$ cat src/rtl/mips_step_ctrl_if.sv
// mips_step_ctrl_if: board-side control and status bundle for the MIPS
// execution sequencer.
//   master : board/debug side; drives step/run/burst requests, the
//            breakpoint setup and the SoC PC, and observes the status.
//   slave  : the sequencer; consumes requests, produces cpu_en and status.
// Signals:
//   step_btn, run_sw, burst_req, burst_len[BURST_W] : execution requests
//   brk_en, brk_pc[32], pc_current[32]              : breakpoint compare
//   cpu_en, halted, brk_hit, state[2], instr_cnt[32]: sequencer outputs
interface mips_step_ctrl_if #(
    parameter int BURST_W = 8
);
    logic               step_btn;
    logic               run_sw;
    logic               burst_req;
    logic [BURST_W-1:0] burst_len;
    logic               brk_en;
    logic [31:0]        brk_pc;
    logic [31:0]        pc_current;
    logic               cpu_en;
    logic               halted;
    logic               brk_hit;
    logic [1:0]         state;
    logic [31:0]        instr_cnt;

    modport master (
        output step_btn, run_sw, burst_req, burst_len, brk_en, brk_pc, pc_current,
        input  cpu_en, halted, brk_hit, state, instr_cnt
    );

    modport slave (
        input  step_btn, run_sw, burst_req, burst_len, brk_en, brk_pc, pc_current,
        output cpu_en, halted, brk_hit, state, instr_cnt
    );
endinterface

$ cat src/rtl/mips_step_ctrl.sv
// mips_step_ctrl: execution sequencer for the board-level MIPS SoC.
// Produces a single-cycle clock enable (cpu_en) that advances the core one
// instruction at a time: single-step on a button edge, free-run every
// RUN_DIV cycles, or a fixed-length burst, with a PC breakpoint that stops
// free-run and burst execution.
// Ports:
//   clk  : system clock
//   rst  : asynchronous reset, active low
//   bus  : mips_step_ctrl_if.slave (requests in, cpu_en/status out)
//
// state  | meaning
// HALT   | idle; step edges issue single pulses; run/burst start here
// RUN    | free-run, one pulse per RUN_DIV cycles while run_sw=1
// BURST  | pulse per RUN_DIV cycles until the burst count is used up
// BREAK  | stopped on breakpoint; a step edge steps off and returns to HALT
module mips_step_ctrl #(
    parameter int RUN_DIV = 20000,
    parameter int BURST_W = 8
) (
    input  logic             clk,
    input  logic             rst,
    mips_step_ctrl_if.slave  bus
);
    localparam int DIV_W = (RUN_DIV > 1) ? $clog2(RUN_DIV) : 1;
    localparam logic [DIV_W-1:0] DIV_LAST = DIV_W'(RUN_DIV - 1);

    typedef enum logic [1:0] {
        S_HALT  = 2'b00,
        S_RUN   = 2'b01,
        S_BURST = 2'b10,
        S_BREAK = 2'b11
    } state_t;

    state_t             state_q, state_d;
    logic               cpu_en_q, cpu_en_d;
    logic               brk_hit_q, brk_hit_d;
    logic [31:0]        instr_cnt_q;
    logic [DIV_W-1:0]   div_q, div_d;
    logic [BURST_W-1:0] rem_q, rem_d;
    logic               btn_q;

    logic step_edge;
    logic fire;
    logic match;

    assign step_edge = bus.step_btn & ~btn_q;
    assign fire      = (div_q == DIV_LAST);
    assign match     = bus.brk_en & (bus.pc_current == bus.brk_pc);

    always_ff @(posedge clk or negedge rst) begin
        if (!rst) begin
            state_q     <= S_HALT;
            cpu_en_q    <= 1'b0;
            brk_hit_q   <= 1'b0;
            instr_cnt_q <= '0;
            div_q       <= '0;
            rem_q       <= '0;
            // Starts high so a button held through reset release is not a step.
            btn_q       <= 1'b1;
        end else begin
            state_q     <= state_d;
            cpu_en_q    <= cpu_en_d;
            brk_hit_q   <= brk_hit_d;
            instr_cnt_q <= instr_cnt_q + 32'(cpu_en_q);
            div_q       <= div_d;
            rem_q       <= rem_d;
            btn_q       <= bus.step_btn;
        end
    end

    always_comb begin
        state_d   = state_q;
        cpu_en_d  = 1'b0;
        brk_hit_d = brk_hit_q;
        rem_d     = rem_q;
        // Divider only runs in RUN/BURST; every other path leaves it at 0,
        // which also gives a clean 0 on entry to RUN/BURST.
        div_d     = '0;

        unique case (state_q)
            S_HALT: begin
                if (bus.run_sw) begin
                    state_d = S_RUN;
                end else if (bus.burst_req && (bus.burst_len != '0)) begin
                    state_d = S_BURST;
                    rem_d   = bus.burst_len;
                end else if (step_edge) begin
                    cpu_en_d = 1'b1;
                end
            end

            S_RUN: begin
                // Dropping run_sw wins over a coincident fire.
                if (!bus.run_sw) begin
                    state_d = S_HALT;
                end else if (fire) begin
                    if (match) begin
                        state_d   = S_BREAK;
                        brk_hit_d = 1'b1;
                    end else begin
                        cpu_en_d = 1'b1;
                    end
                end else begin
                    div_d = div_q + DIV_W'(1);
                end
            end

            S_BURST: begin
                if (fire) begin
                    if (match) begin
                        state_d   = S_BREAK;
                        brk_hit_d = 1'b1;
                        rem_d     = '0;
                    end else begin
                        cpu_en_d = 1'b1;
                        rem_d    = rem_q - BURST_W'(1);
                        if (rem_q == BURST_W'(1)) begin
                            state_d = S_HALT;
                        end
                    end
                end else begin
                    div_d = div_q + DIV_W'(1);
                end
            end

            S_BREAK: begin
                if (step_edge) begin
                    cpu_en_d  = 1'b1;
                    brk_hit_d = 1'b0;
                    state_d   = S_HALT;
                end
            end

            default: state_d = S_HALT;
        endcase
    end

    assign bus.cpu_en    = cpu_en_q;
    assign bus.halted    = (state_q == S_HALT) || (state_q == S_BREAK);
    assign bus.brk_hit   = brk_hit_q;
    assign bus.state     = state_q;
    assign bus.instr_cnt = instr_cnt_q;
endmodule

$ cat src/flat_wrapper.sv
// flat-port wrapper written by rule: the top's interface ports become plain ports
module mips_step_ctrl_flat 
#(
    parameter int RUN_DIV = 20000,
    parameter int BURST_W = 8
)
  (clk, rst, bus_step_btn, bus_run_sw, bus_burst_req, bus_burst_len, bus_brk_en, bus_brk_pc, bus_pc_current, bus_cpu_en, bus_halted, bus_brk_hit, bus_state, bus_instr_cnt);
  mips_step_ctrl_if #(.BURST_W(BURST_W)) bus_i ();
  input  logic clk;
  input  logic rst;
  input wire logic [$bits(bus_i.step_btn)-1:0] bus_step_btn;
  input wire logic [$bits(bus_i.run_sw)-1:0] bus_run_sw;
  input wire logic [$bits(bus_i.burst_req)-1:0] bus_burst_req;
  input wire logic [$bits(bus_i.burst_len)-1:0] bus_burst_len;
  input wire logic [$bits(bus_i.brk_en)-1:0] bus_brk_en;
  input wire logic [$bits(bus_i.brk_pc)-1:0] bus_brk_pc;
  input wire logic [$bits(bus_i.pc_current)-1:0] bus_pc_current;
  output wire logic [$bits(bus_i.cpu_en)-1:0] bus_cpu_en;
  output wire logic [$bits(bus_i.halted)-1:0] bus_halted;
  output wire logic [$bits(bus_i.brk_hit)-1:0] bus_brk_hit;
  output wire logic [$bits(bus_i.state)-1:0] bus_state;
  output wire logic [$bits(bus_i.instr_cnt)-1:0] bus_instr_cnt;
  assign bus_i.step_btn = bus_step_btn;
  assign bus_i.run_sw = bus_run_sw;
  assign bus_i.burst_req = bus_burst_req;
  assign bus_i.burst_len = bus_burst_len;
  assign bus_i.brk_en = bus_brk_en;
  assign bus_i.brk_pc = bus_brk_pc;
  assign bus_i.pc_current = bus_pc_current;
  assign bus_cpu_en = bus_i.cpu_en;
  assign bus_halted = bus_i.halted;
  assign bus_brk_hit = bus_i.brk_hit;
  assign bus_state = bus_i.state;
  assign bus_instr_cnt = bus_i.instr_cnt;
  mips_step_ctrl #(.RUN_DIV(RUN_DIV), .BURST_W(BURST_W)) u_core (.clk(clk), .rst(rst), .bus(bus_i));
endmodule
$ cat config.mk
export PLATFORM = sky130hd
export DESIGN_NAME = mips_step_ctrl_flat
export DESIGN_NICKNAME = d
export VERILOG_FILES = /design/src/rtl/mips_step_ctrl_if.sv /design/src/rtl/mips_step_ctrl.sv /design/src/flat_wrapper.sv
export SDC_FILE = /design/constraint.sdc
export NUM_CORES = 1
export LEC_CHECK = 0
export ABC_AREA = 1
export CAP_MARGIN = 5
export CORE_MARGIN = 2
export CORE_UTILIZATION = 25
export CTS_CLUSTER_DIAMETER = 200
export DETAILED_ROUTE_END_ITERATION = 12
export PLACE_DENSITY_LB_ADDON = 0.1
export SLEW_MARGIN = 15
export SYNTH_ARGS = -nofsm -noshare
export SYNTH_HDL_FRONTEND = slang
export SYNTH_SLANG_ARGS = --single-unit
$ cat constraint.sdc
create_clock -name clk -period 2.59 [get_ports clk]
set_clock_uncertainty 0.2 [all_clocks]
set_input_delay 0.3885 -clock clk [delete_from_list [all_inputs] [get_ports clk]]
set_output_delay 0.3885 -clock clk [all_outputs]
set_load 0.005 [all_outputs]
* After elaboration in Yosys (flattened, before gate mapping) *
Index checks and enable logic that the tools add are counted.

storage, ports and cells
  logic and storage cells = 67
  output and inout bits = 37
  flip-flop bits (word level) = 60

cells by class
  mux-type cells = 30
  bitwise gates (word level) = 3
  eq/ne operators = 15
  add/sub/neg operators = 3
  reduce and logical (&&, ||, !) cells = 9

operator list
  operator                                                                  number
  32-bit by 1-bit adder with 32-bit output                                  1
  32-bit == test                                                            1
  8-bit 2-to-1 mux                                                          4
  15-bit 2-to-1 mux                                                         2
  15-bit case mux with 2 select lines                                       1
  2-bit 2-to-1 mux                                                          9
  8-bit case mux with 2 select lines                                        1
  15-bit by 1-bit adder with 15-bit output (second input constant)          1
  15-bit == test (second input constant)                                    1
  1-bit 2-to-1 mux                                                          10
  3-bit by 2-bit inequality test with 1-bit output (second input constant)  3
  8-bit by 1-bit == test with 1-bit output (second input constant)          1
  2-bit case mux with 4 select lines                                        1
  8-bit nonzero test                                                        1
  8-bit by 1-bit subtractor with 8-bit output (second input constant)       1
  2-bit by 1-bit inequality test with 1-bit output (second input constant)  3
  6-bit AND reduction                                                       1
  2-bit == test (second input constant)                                     2
  2-bit inequality test (second input constant)                             2
  1-bit case mux with 4 select lines                                        1
  4-bit AND reduction                                                       1
  3-bit by 1-bit inequality test with 1-bit output (second input constant)  1
  1-bit case mux with 3 select lines                                        1
  3-bit AND reduction                                                       1
  other kinds (8)                                                           9

* Longest topological paths before layout *
Gate-level depths: netlist of the first run.

  depth after elaboration = 6
  mapped depth = 14

* Worst setup path after synthesis of the first run *
OpenSTA, ideal clock, no wires.

  path kind = flip-flop to flip-flop
  start = register u_core.instr_cnt_q[0] (netlist: u_core.bus.instr_cnt[0])
  end = register u_core.instr_cnt_q[28] (netlist: u_core.bus.instr_cnt[28])
  path buffers = 0
  stages on the path, launching flop included = 12
  data arrival time = 1587 ps
  setup slack = 686 ps
  setup time = 117 ps
  clock period less this slack = 1904 ps
  data required time = 2273 ps
  cells stage by stage = dfrtp_1 -> ha_1 -> ha_1 -> nand2_4 -> nor3_4 -> nand3_2 -> nor2_4 -> nand2_4 -> nor2_8 -> nand2_1 -> nand2_1 -> nand2_1

on the way
  longest elaborated chain between the ends = 1

RTL lines
  item                                      RTL line              text
  start, declared                           mips_step_ctrl.sv:37  logic [31:0] instr_cnt_q;
  start signal, assigned                    mips_step_ctrl.sv:64  instr_cnt_q <= instr_cnt_q + 32'(cpu_en_q);
  32-bit by 1-bit adder with 32-bit output  mips_step_ctrl.sv:64

No other way between the ends.
A chain may end at the register's enable or synchronous reset.

* Worst setup path in the final report of the first run *
  start = register u_core.state_q[1] (netlist: u_core.bus.state[1])
  end = output port bus_halted

on the way
  longest elaborated chain between the ends = 2
  elaborated cells on any way between the ends = 3
  those cells by class = eq/ne (1); reduce/logical (2)

RTL lines
  item                                              RTL line               text
  start, declared                                   mips_step_ctrl.sv:34   state_t state_q, state_d;
  start signal, assigned                            mips_step_ctrl.sv:61   state_q <= state_d;
  2-bit == test or 2-bit zero test (tied branches)  mips_step_ctrl.sv:139  assign bus.halted = (state_q == S_HALT) || (state_q == S_BREAK);
  1-bit logical OR *                                mips_step_ctrl.sv:139
  end, declared                                     flat_wrapper.sv:19     output wire logic [$bits(bus_i.halted)-1:0] bus_halted;

Every way passes the cells marked *; elsewhere a longest branch is shown, timed or not.

==> results of run 1 <==
## metrics by stage
| stage | cells | area (um2) |
|---|---|---|
| 2_1_floorplan | 592 | 4120 |
| 3_3_place_gp | 922 | 5550 |
| 3_5_place_dp | 922 | 5550 |
| 4_1_cts | 938 | 5870 |
| 5_1_grt | 938 | 5870 |
| 6_report | 938 | 5870 |
## power groups by stage
stage / sequential [W] / combinational, W / clock, W
2_1_floorplan: 0.00116 / 0.000608 / 0
3_3_place_gp: 0.00118 / 0.00101 / 0
3_5_place_dp: 0.00118 / 0.00102 / 0
4_1_cts: 0.00117 / 0.00103 / 0.00130
5_1_grt: 0.00119 / 0.00116 / 0.00135
6_report: 0.00117 / 0.00101 / 0.00126
## sequential cells by signal, summed over array words and instances, names as in the netlist
| name | count |
|---|---|
| u_core.div_q | 15 |
| u_core.bus.cpu_en | 1 |
| u_core.bus.instr_cnt | 32 |
| u_core.bus.state | 2 |
| u_core.btn_q | 1 |
| u_core.bus.brk_hit | 1 |
| u_core.rem_q | 8 |
## final cells by class
| type | instances | area (um2) |
|---|---|---|
| clock buffer | 10 | 229 |
| timing repair buffer | 119 | 1190 |
| multi-input combinational | 424 | 2210 |
| fill | 1710 | 10100 |
| inverter | 104 | 390 |
| tap | 216 | 270 |
| clock inverter | 5 | 77.6 |
| sequential | 60 | 1500 |
## cells in the mapped netlist, types with 2 or more instances
library cell / n
nor4_1: 3
nand2_1: 180
a21oi_1: 11
nor3_2: 5
a211oi_1: 2
nand3b_1: 3
nand3_2: 2
nor2_4: 2
nand3_1: 27
nor2_1: 82
nor3_4: 2
ha_1: 9
dfrtp_1: 59
inv_1: 104
o21ai_0: 6
nand2_4: 2
buf_2: 2
clkbuf_1: 2
nand4_1: 13
nor3_1: 13
xnor2_1: 23
xor2_1: 27
## path summary, 6_finish.rpt
check / start / to / slack, ns / depth (start not counted)
min: u_core.div_q[0] / u_core.div_q[0] / 0.26 / 1
max: u_core.bus.state[1] / bus_halted / 0.23 / 4
max reg2reg: u_core.bus.state[1] / u_core.rem_q[0] / 0.37 / 10
min in group asynchronous: rst / u_core.bus.instr_cnt[12] / 0.33 / 2
max in group asynchronous: rst / u_core.btn_q / 1.22 / 3
min reg2reg: u_core.div_q[0] / u_core.div_q[0] / 0.26 / 1
## cell families after synthesis
kind of cell,synth area share
buffers and inverters,0.0990
and+or+nand+nor,0.366
xor gates and xnor gates,0.110
AOI/OAI and AO/OA,0.0331
DFF,0.365
adders and majority gates,0.0273
## critical path, cell delays in order, from the launching register on
cell	delay, ns
dfrtp_1	0.45
inv_1	0.10
ha_1	0.29
inv_1	0.09
clkdlybuf4s50_1	0.50
## layer usage
metal | track usage | wire length [um] | vias up
met2 | 0.228 | 5410 | 78
met3 | 0.0369 | 484 | 12
met1 | 0.179 | 5560 | 1823
li1 | - | - | 2065
met5 | 0 | 0 | -
met4 | 0.0412 | 146 | 0
==> out/metrics.yaml, run 1 <==
final_layout:
  layout_common_cells: "nand2_1 (180), clkdlybuf4s50_1 (113), inv_1 (104), nor2_1 (82), dfrtp_1 (59)"
  layout_commonest_cell: "nand2_1"
  fin_util: 0.367
  syn_to_final_growth_pct: 42.4
  nets: 805
  drive_gt1_frac: 0.0526
  diodes: 0
drt:
  wl_per_cell_um: 12.4
  routed_wirelength_um: 11600
  first_iter_violations: 118
  drt_pass1_iterations: 4
  drc_errors: 0
  via_per_inst: 4.24
  final_antenna_net_count: 0
  num_vias: 3978
synth:
  synth_cell_type_count: 35
  yosysWarnings: 0
  syn_nets: 679
  synth_area_leaders: "dfrtp_1 (36%), nand2_1 (16%), inv_1 (9.5%)"
  synth_top_cell_area_share: 0.358
  synth_top_cell_by_area: "dfrtp_1"
  synth_edf_count: 0
  syn_area_mm2: 0.00412
  synth_seq_cells: 60
  ys_seq_area_frac: 0.365
  avgSynthCellArea_um2: 6.96
  postSynthCellCount: 592
  dominantRegCellSynth: "dfrtp_1"
  synth-async-reset-ratio: 1.00
timing:
  slew_headroom: 0.675
  period_share: 0.911
  holdWs_ns: 0.259
  final_hold_viol_count: 0
  rsz0062_at_grt: "no"
  fin_crit_ns: 2.36
  setup_viol: 0
  slew_violations: 0
  fmax_ghz: 0.424
  tns_ns: 0
  worstMarginPinSlew_ns: 0.486
  fin_ws_ns: 0.232
global_route:
  grt_pass1_vias: 3940
  antenna_found_initial: 0
  overflow: 0
  grt_pass1_wl_um: 19500
  grt_max_degree: 46
  groute.usage.overall: 0.139
critical_path:
  critPathCaptureType: "output port"
  crit_path_max_fanout: 5
  cp.required_ns: 2.00
  arrival_ns: 1.77
  start_kind: "flip-flop"
  critPathKind: "flip-flop to output port"
clock_tree:
  post_cts_buffers: 0
  hold_buffers: 1
  cts_tree: "built"
  cts_root_buf: "clkbuf_16"
  path_clk_slew_ns: 0.05
  clk_path_buf_depth: 2
  cts_buffers: 9
  insertion_delay_ns: 0.33
  clkSinkCount: 60
  post_cts_resized: 0
  h-tree-depth: 3
power:
  total_power_w: 0.00344
  combPwrFrac: 0.294
  power.density_mw_per_mm2: 586
  leakage_nw: 2.92
  p_sw_frac: 0.316
  intPower_w: 0.00235
  clkPwrFrac: 0.365
  peakVddDrop_mv: 0.388
  switching_power_w: 0.00109
  pwr-share-seq: 0.340
place:
  place_congestion: 0.854
  port_buffers: 114
  place_worst_setup_slack_ns: 0.0759
  dpl.hpwl_um: 9540
floorplanning:
  top_level_ports: 115
  die_area_mm2: 0.0175
  std_cell_rows: 46
  start_util: 0.258
  die_y_um: 132
  coreArea_mm2: 0.0160
  fp.dieW_um: 132
status:
  status: "finished, final reports clean"
hold_path:
  hp-class: "flip-flop to flip-flop"
flow_run:
  max_cap_violations: 0
Note: power is estimated with default switching activity, not from simulation.
==> inputs of run 2 (changes only) <==
- CAP_MARGIN: 5 -> default
- PLACE_DENSITY_LB_ADDON: 0.1 -> 0.15
- clock period: 2.59 -> 2.2 ns (I/O delays scaled with it)
==> run 2 against run 1 <==
First-iteration DRC count increased by 89%. Critical endpoint is now u_core.bus.instr_cnt[28]. Largest cell class unchanged. Critical path type is now flip-flop to flip-flop. Critical path depth is 7 higher. Global-route usage barely moved. Combinational power up 33%. Highest routed layer unchanged. Core utilization grew 1.1 points.
==> out/metrics.yaml, run 2 (same netlist as run 1, synthesis figures left out) <==
status:
  status: "finished, final reports clean"
place:
  dpl.hpwl_um: 9650  # +1.1%
  place_congestion: 0.871  # +1.9%
  port_buffers: 114  # unchanged
critical_path:
  rr_endpoint: "u_core.bus.instr_cnt[28]"
  critPathCaptureType: "flip-flop"
  r2r_cells: 11  # +1
  timing.rr.start: "u_core.bus.cpu_en"
  path_buf_inv: 0  # -3
  crit_cells: 11  # +7
  crit_family: "simple AND/OR/NAND/NOR gates"
  cp.required_ns: 2.23  # +0.23 ns
  cp_slowest_cell: "dfrtp_1"
  crit_path_max_fanout: 4  # -1
  crit_chain: "ha_1 > ha_1 > nand2_4 > nor3_4 > nand3_2 > nor2_4 > nand2_4 > nor2_8 > nand2_1 > nand2_1 > nand2_1"
  critPathKind: "flip-flop to flip-flop"
  rrSetupSlack_ns: 0.15  # -0.22 ns
  start_kind: "flip-flop"
  arrival_ns: 2.07  # +0.30 ns
  slowest_delay_ns: 0.38  # -0.12 ns
  cpMostUsedCell: "nand2_1"
hold_path:
  whs_endpoint: "u_core.div_q[0]"
  hp-class: "flip-flop to flip-flop"
  hp-start: "u_core.div_q[0]"
  hold_depth: 1  # unchanged
timing:
  fmax_ghz: 0.488
  setup_viol: 0  # unchanged
  final_hold_viol_count: 0  # unchanged
  period_share: 0.931
  rsz0062_at_grt: "yes"
  slew_headroom: 0.758  # +0.0826
  slew_violations: 0  # unchanged
  worstMarginPinSlew_ns: 0.360  # -0.126 ns
  fin_crit_ns: 2.05
  tns_ns: 0  # unchanged
final_layout:
  largest_reg_flops: 32  # unchanged
  layout_commonest_cell: "nand2_1"
  layout_common_cells: "nand2_1 (178), clkdlybuf4s50_1 (112), inv_1 (103), nor2_1 (80), dfrtp_1 (58)"
  nets: 821  # +2.0%
  drive_gt1_frac: 0.0839  # +0.0313
  seq_area_mm2: 0.00150  # about the same
  fillers: 1675  # -2.0%
  syn_to_final_growth_pct: 46.6
  fin_util: 0.377  # +0.0106
  multi_input_area_mm2: 0.00224  # +1.2%
  diodes: 0  # unchanged
drt:
  routed_wirelength_um: 11800  # +1.5%
  first_iter_violations: 223  # +89%
  drt_pass1_iterations: 4  # unchanged
  via_per_inst: 4.26  # +0.52%
  num_vias: 4071  # +2.3%
  final_antenna_net_count: 0  # unchanged
  wl_per_cell_um: 12.3  # -0.31%
  drc_errors: 0  # unchanged
flow_run:
  max_cap_violations: 0  # unchanged
clock_tree:
  path_clk_slew_ns: 0.06  # about the same
  cts_tree: "built"
  insertion_delay_ns: 0.33  # about the same
  cts_buffers: 9  # unchanged
  clkSinkCount: 60  # unchanged
  cts_root_buf: "clkbuf_16"
  h-tree-depth: 3  # unchanged
  clk_path_buf_depth: 2  # unchanged
global_route:
  use_met1: 0.166  # -0.0132
  groute.usage.overall: 0.139  # +0.000185
  grt_max_degree: 61  # +33%
  overflow: 0  # unchanged
  top_usage_layer: "met2"
  grt_pass1_vias: 4092  # +3.9%
  grtUsageMet3: 0.0315  # -0.00538
  grt_pass1_wl_um: 19700  # +0.99%
  grt_use_met2: 0.247  # +0.0190
  antenna_found_initial: 0  # unchanged
floorplanning:
  fp.dieW_um: 132  # unchanged
  die_area_mm2: 0.0175  # unchanged
  die_y_um: 132  # unchanged
  top_level_ports: 115  # unchanged
  std_cell_rows: 46  # unchanged
  coreArea_mm2: 0.0160  # unchanged
  start_util: 0.258  # unchanged
power:
  leakage_nw: 3.03  # +4.0%
  total_power_w: 0.00420  # +22%
  peakVddDrop_mv: 0.403  # +3.9%
  power.density_mw_per_mm2: 696  # +19%
==> run 2: cell count changes in the layout (fill, tap and decap cells not counted), moves of 2 or more <==
cell | previous run | this run
buf_4 | 3 | 18
nand2_1 | 180 | 178
nand2_2 | 1 | 3
nor2_1 | 82 | 80
nor2_2 | 1 | 3
nor3_2 | 5 | 3
nor3_4 | 2 | 4
==> run 2: area by class of cell <==
cell class / instances / share of cell area
clock buffer: 10 / 0.0379
clock inverter: 6 / 0.0147
inverter: 104 / 0.0646
multi-input combinational: 424 / 0.370
sequential: 60 / 0.249
tap: 216 / 0.0448
timing repair buffer: 135 / 0.219
==> run 2: report_power, final <==
| group | total (W) | internal, W | switching [W] |
|---|---|---|---|
| clock | 0.00150 | 0.000990 | 0.000508 |
| combinational | 0.00134 | 0.000654 | 0.000690 |
| sequential | 0.00136 | 0.00124 | 0.000124 |
==> run 2: timing repair <==
item                                    CTS  global route
buffers inserted                          1             0
hold endpoints to repair                 59             0
endpoints found under the setup margin    1            16
hold buffers                              1             0
gates resized for setup                   3             8
gates cloned                              0             0
==> run 2: metrics by stage <==
stage | instance area (um2) | hold slack, ns | instances | worst slack, ns
finish | 6040 | 0.252 | 955 | 0.151
global route | 6040 | 0.245 | 955 | -0.0104
CTS | 6010 | 0.250 | 955 | 0.110
detailed placement | 5680 | 0.173 | 937 | -0.0861
global placement | 5680 | 0.166 | 937 | -0.0492
floorplan | 4120 | -0.166 | 592 | 0.296
==> run 2: worst max-delay path by stage <==
| stage | startpoint | end | slack [ns] |
|---|---|---|---|
| 6_report | u_core.bus.cpu_en | u_core.bus.instr_cnt[28] | 0.15 |
| 5_1_grt | u_core.div_q[0] | u_core.div_q[14] | -0.01 |
| 4_1_cts | u_core.div_q[0] | u_core.div_q[14] | 0.11 |
| 3_5_place_dp | bus_brk_pc[28] | u_core.bus.state[1] | -0.09 |
| 3_3_place_gp | bus_brk_pc[28] | u_core.bus.state[0] | -0.05 |
| 2_1_floorplan | u_core.bus.instr_cnt[0] | u_core.bus.instr_cnt[28] | 0.30 |
==> run 2: layer usage <==
layer / vias up / share of wire
li1: 2100 / -
met1: 1863 / 0.43
met2: 91 / 0.51
met3: 17 / 0.038
met4: 0 / 0.015
met5: - / 0
==> inputs of run 3 (changes only) <==
- CORE_UTILIZATION: 25 -> 39
==> run 3 against run 2 <==
Die area is 35% lower. Clock power decreased by 27%. Worst setup slack improved by 0.031 ns. Routed wire length fell by 11%. Core utilization grew 19 points. Critical path depth shrank 3. Critical path type unchanged. Largest cell class unchanged.
==> out/metrics.yaml, run 3 (same netlist as run 1, synthesis figures left out) <==
power:
  total_power_w: 0.00375  # -11%
  power.density_mw_per_mm2: 646  # -7.2%
  leakage_nw: 2.95  # -2.8%
  peakVddDrop_mv: 0.533  # +32%
critical_path:
  crit_path_max_fanout: 5  # +1
  arrival_ns: 2.07  # about the same
  slowest_delay_ns: 0.35  # -0.03 ns
  cp_slowest_cell: "dfrtp_1"
  crit_chain: "ha_1 > nand3_1 > nor2_2 > nand3_4 > nor3_4 > nand2_1 > nor3_2 > xor2_1"
  critPathKind: "flip-flop to flip-flop"
  start_kind: "flip-flop"
  critPathCaptureType: "flip-flop"
  cp.required_ns: 2.25  # +0.02 ns
final_layout:
  seq_area_mm2: 0.00150  # about the same
  fillers: 988  # -41%
  syn_to_final_growth_pct: 40.8
  diodes: 0  # unchanged
  drive_gt1_frac: 0.0698  # -0.0141
  fin_util: 0.564  # +0.187
  largest_reg_flops: 32  # unchanged
  nets: 813  # -0.97%
  layout_common_cells: "nand2_1 (180), clkdlybuf4s50_1 (112), inv_1 (104), nor2_1 (79), dfrtp_1 (59)"
  layout_commonest_cell: "nand2_1"
  multi_input_area_mm2: 0.00224  # unchanged
timing:
  slew_headroom: 0.728  # -0.0295
  period_share: 0.917  # -0.0143
  slew_violations: 0  # unchanged
  setup_viol: 0  # unchanged
  fin_ws_ns: 0.183  # +0.0315 ns
  final_hold_viol_count: 0  # unchanged
  rsz0062_at_grt: "yes"
  fmax_ghz: 0.496  # +1.6%
  fin_crit_ns: 2.02  # -0.0315 ns
  worstMarginPinSlew_ns: 0.405  # +0.0447 ns
status:
  status: "finished, final reports clean"
floorplanning:
  coreArea_mm2: 0.0103  # -36%
  die_area_mm2: 0.0114  # -35%
  top_level_ports: 115  # unchanged
  start_util: 0.401  # +0.143
  fp.dieW_um: 107  # -19%
  die_y_um: 107  # -19%
  std_cell_rows: 37  # -20%
clock_tree:
  cts_tree: "built"
  h-tree-depth: 3  # unchanged
  insertion_delay_ns: 0.33  # about the same
  clk_path_buf_depth: 2  # unchanged
  cts_buffers: 9  # unchanged
  path_clk_slew_ns: 0.07  # about the same
  post_cts_buffers: 0  # -1
  clkSinkCount: 60  # unchanged
  cts_root_buf: "clkbuf_8"
drt:
  drc_errors: 0  # unchanged
  final_antenna_net_count: 0  # unchanged
  num_vias: 4016  # -1.4%
  wl_per_cell_um: 12.1  # -2.1%
  routed_wirelength_um: 10500  # -11%
  drt_pass1_iterations: 4  # unchanged
  via_per_inst: 4.63  # +8.7%
  first_iter_violations: 174  # -22%
global_route:
  groute.usage.overall: 0.189  # +0.0501
  grt_pass1_wl_um: 17400  # -12%
  grt_pass1_vias: 3783  # -7.6%
  overflow: 0  # unchanged
  grt_max_degree: 61  # unchanged
  antenna_found_initial: 0  # unchanged
place:
  place_worst_setup_slack_ns: -0.0945  # -0.00832 ns
  port_buffers: 114  # unchanged
  place_congestion: 0.922  # +5.9%
  dpl.hpwl_um: 8430  # -13%
flow_run:
  max_cap_violations: 0  # unchanged
hold_path:
  hp-class: "input port to flip-flop"
[run 3: cell types whose count changed in the layout (fill, tap and decap cells not counted), sizes merged]
cell / before / now
dlymetal6s2s: 0 / 1
clkinv: 2 / 1
buf: 21 / 13
clkinvlp: 2 / 3
dlygate4sd2: 1 / 0
[run 3: final timing paths]
kind	from	to	slack [ns]	cells past startpoint
setup / recovery	u_core.bus.cpu_en	u_core.bus.instr_cnt[27]	0.18	8
setup reg to reg	u_core.bus.cpu_en	u_core.bus.instr_cnt[27]	0.18	8
max in group asynchronous	rst	u_core.btn_q	1.13	3
min in group asynchronous	rst	u_core.bus.instr_cnt[7]	0.36	3
hold / removal	bus_step_btn	u_core.btn_q	0.22	1
hold reg to reg	u_core.div_q[0]	u_core.div_q[0]	0.26	1
[run 3: metal layers]
layer / global-route usage / vias up / share of wire
met5: 0 / - / 0
met4: 0.0445 / 0 / 0.013
met3: 0.0407 / 8 / 0.046
met2: 0.322 / 91 / 0.48
met1: 0.246 / 1831 / 0.46
li1: - / 2086 / -
[run 3: critical path: cells and delay by family, from the launching register on]
kind	cells	cell delay, ns
XOR/XNOR	1	0.17
adder cells (fa/ha/maj)	1	0.18
flip-flops	1	0.35
AND/OR/NAND/NOR	6	1.03
[run 3: final cells by class]
type,instances,share of cell area
Multi-Input combinational cell,424,0.385
Clock inverter,6,0.0151
Inverter,104,0.0673
Timing Repair Buffer,127,0.220
Sequential cell,60,0.259
Clock buffer,10,0.0237
Tap cell,136,0.0293
[run 3: what timing repair did]
action / CTS / global route
endpoints found under the setup margin: 0 / 12
gates resized for setup: 0 / 7
endpoints found under the hold margin: 59 / 0
hold buffers: 1 / 0
[run 3: per-stage QoR]
step | TNS, ns | hold slack (ns) | instances | area (um2)
finish | 0 | 0.222 | 867 | 5800
global route | -0.0300 | 0.208 | 867 | 5800
CTS | 0 | 0.206 | 867 | 5770
detailed placement | -0.392 | 0.166 | 850 | 5540
global placement | -0.249 | 0.166 | 850 | 5540
floorplan | 0 | -0.166 | 592 | 4120
[run 3: report_power, final]
group	total, W	switching [W]	leakage (nW)	internal, W
Sequential	0.00135	0.000122	0.810	0.00123
Combinational	0.00129	0.000660	2.03	0.000633
Clock	0.00110	0.000435	0.105	0.000666
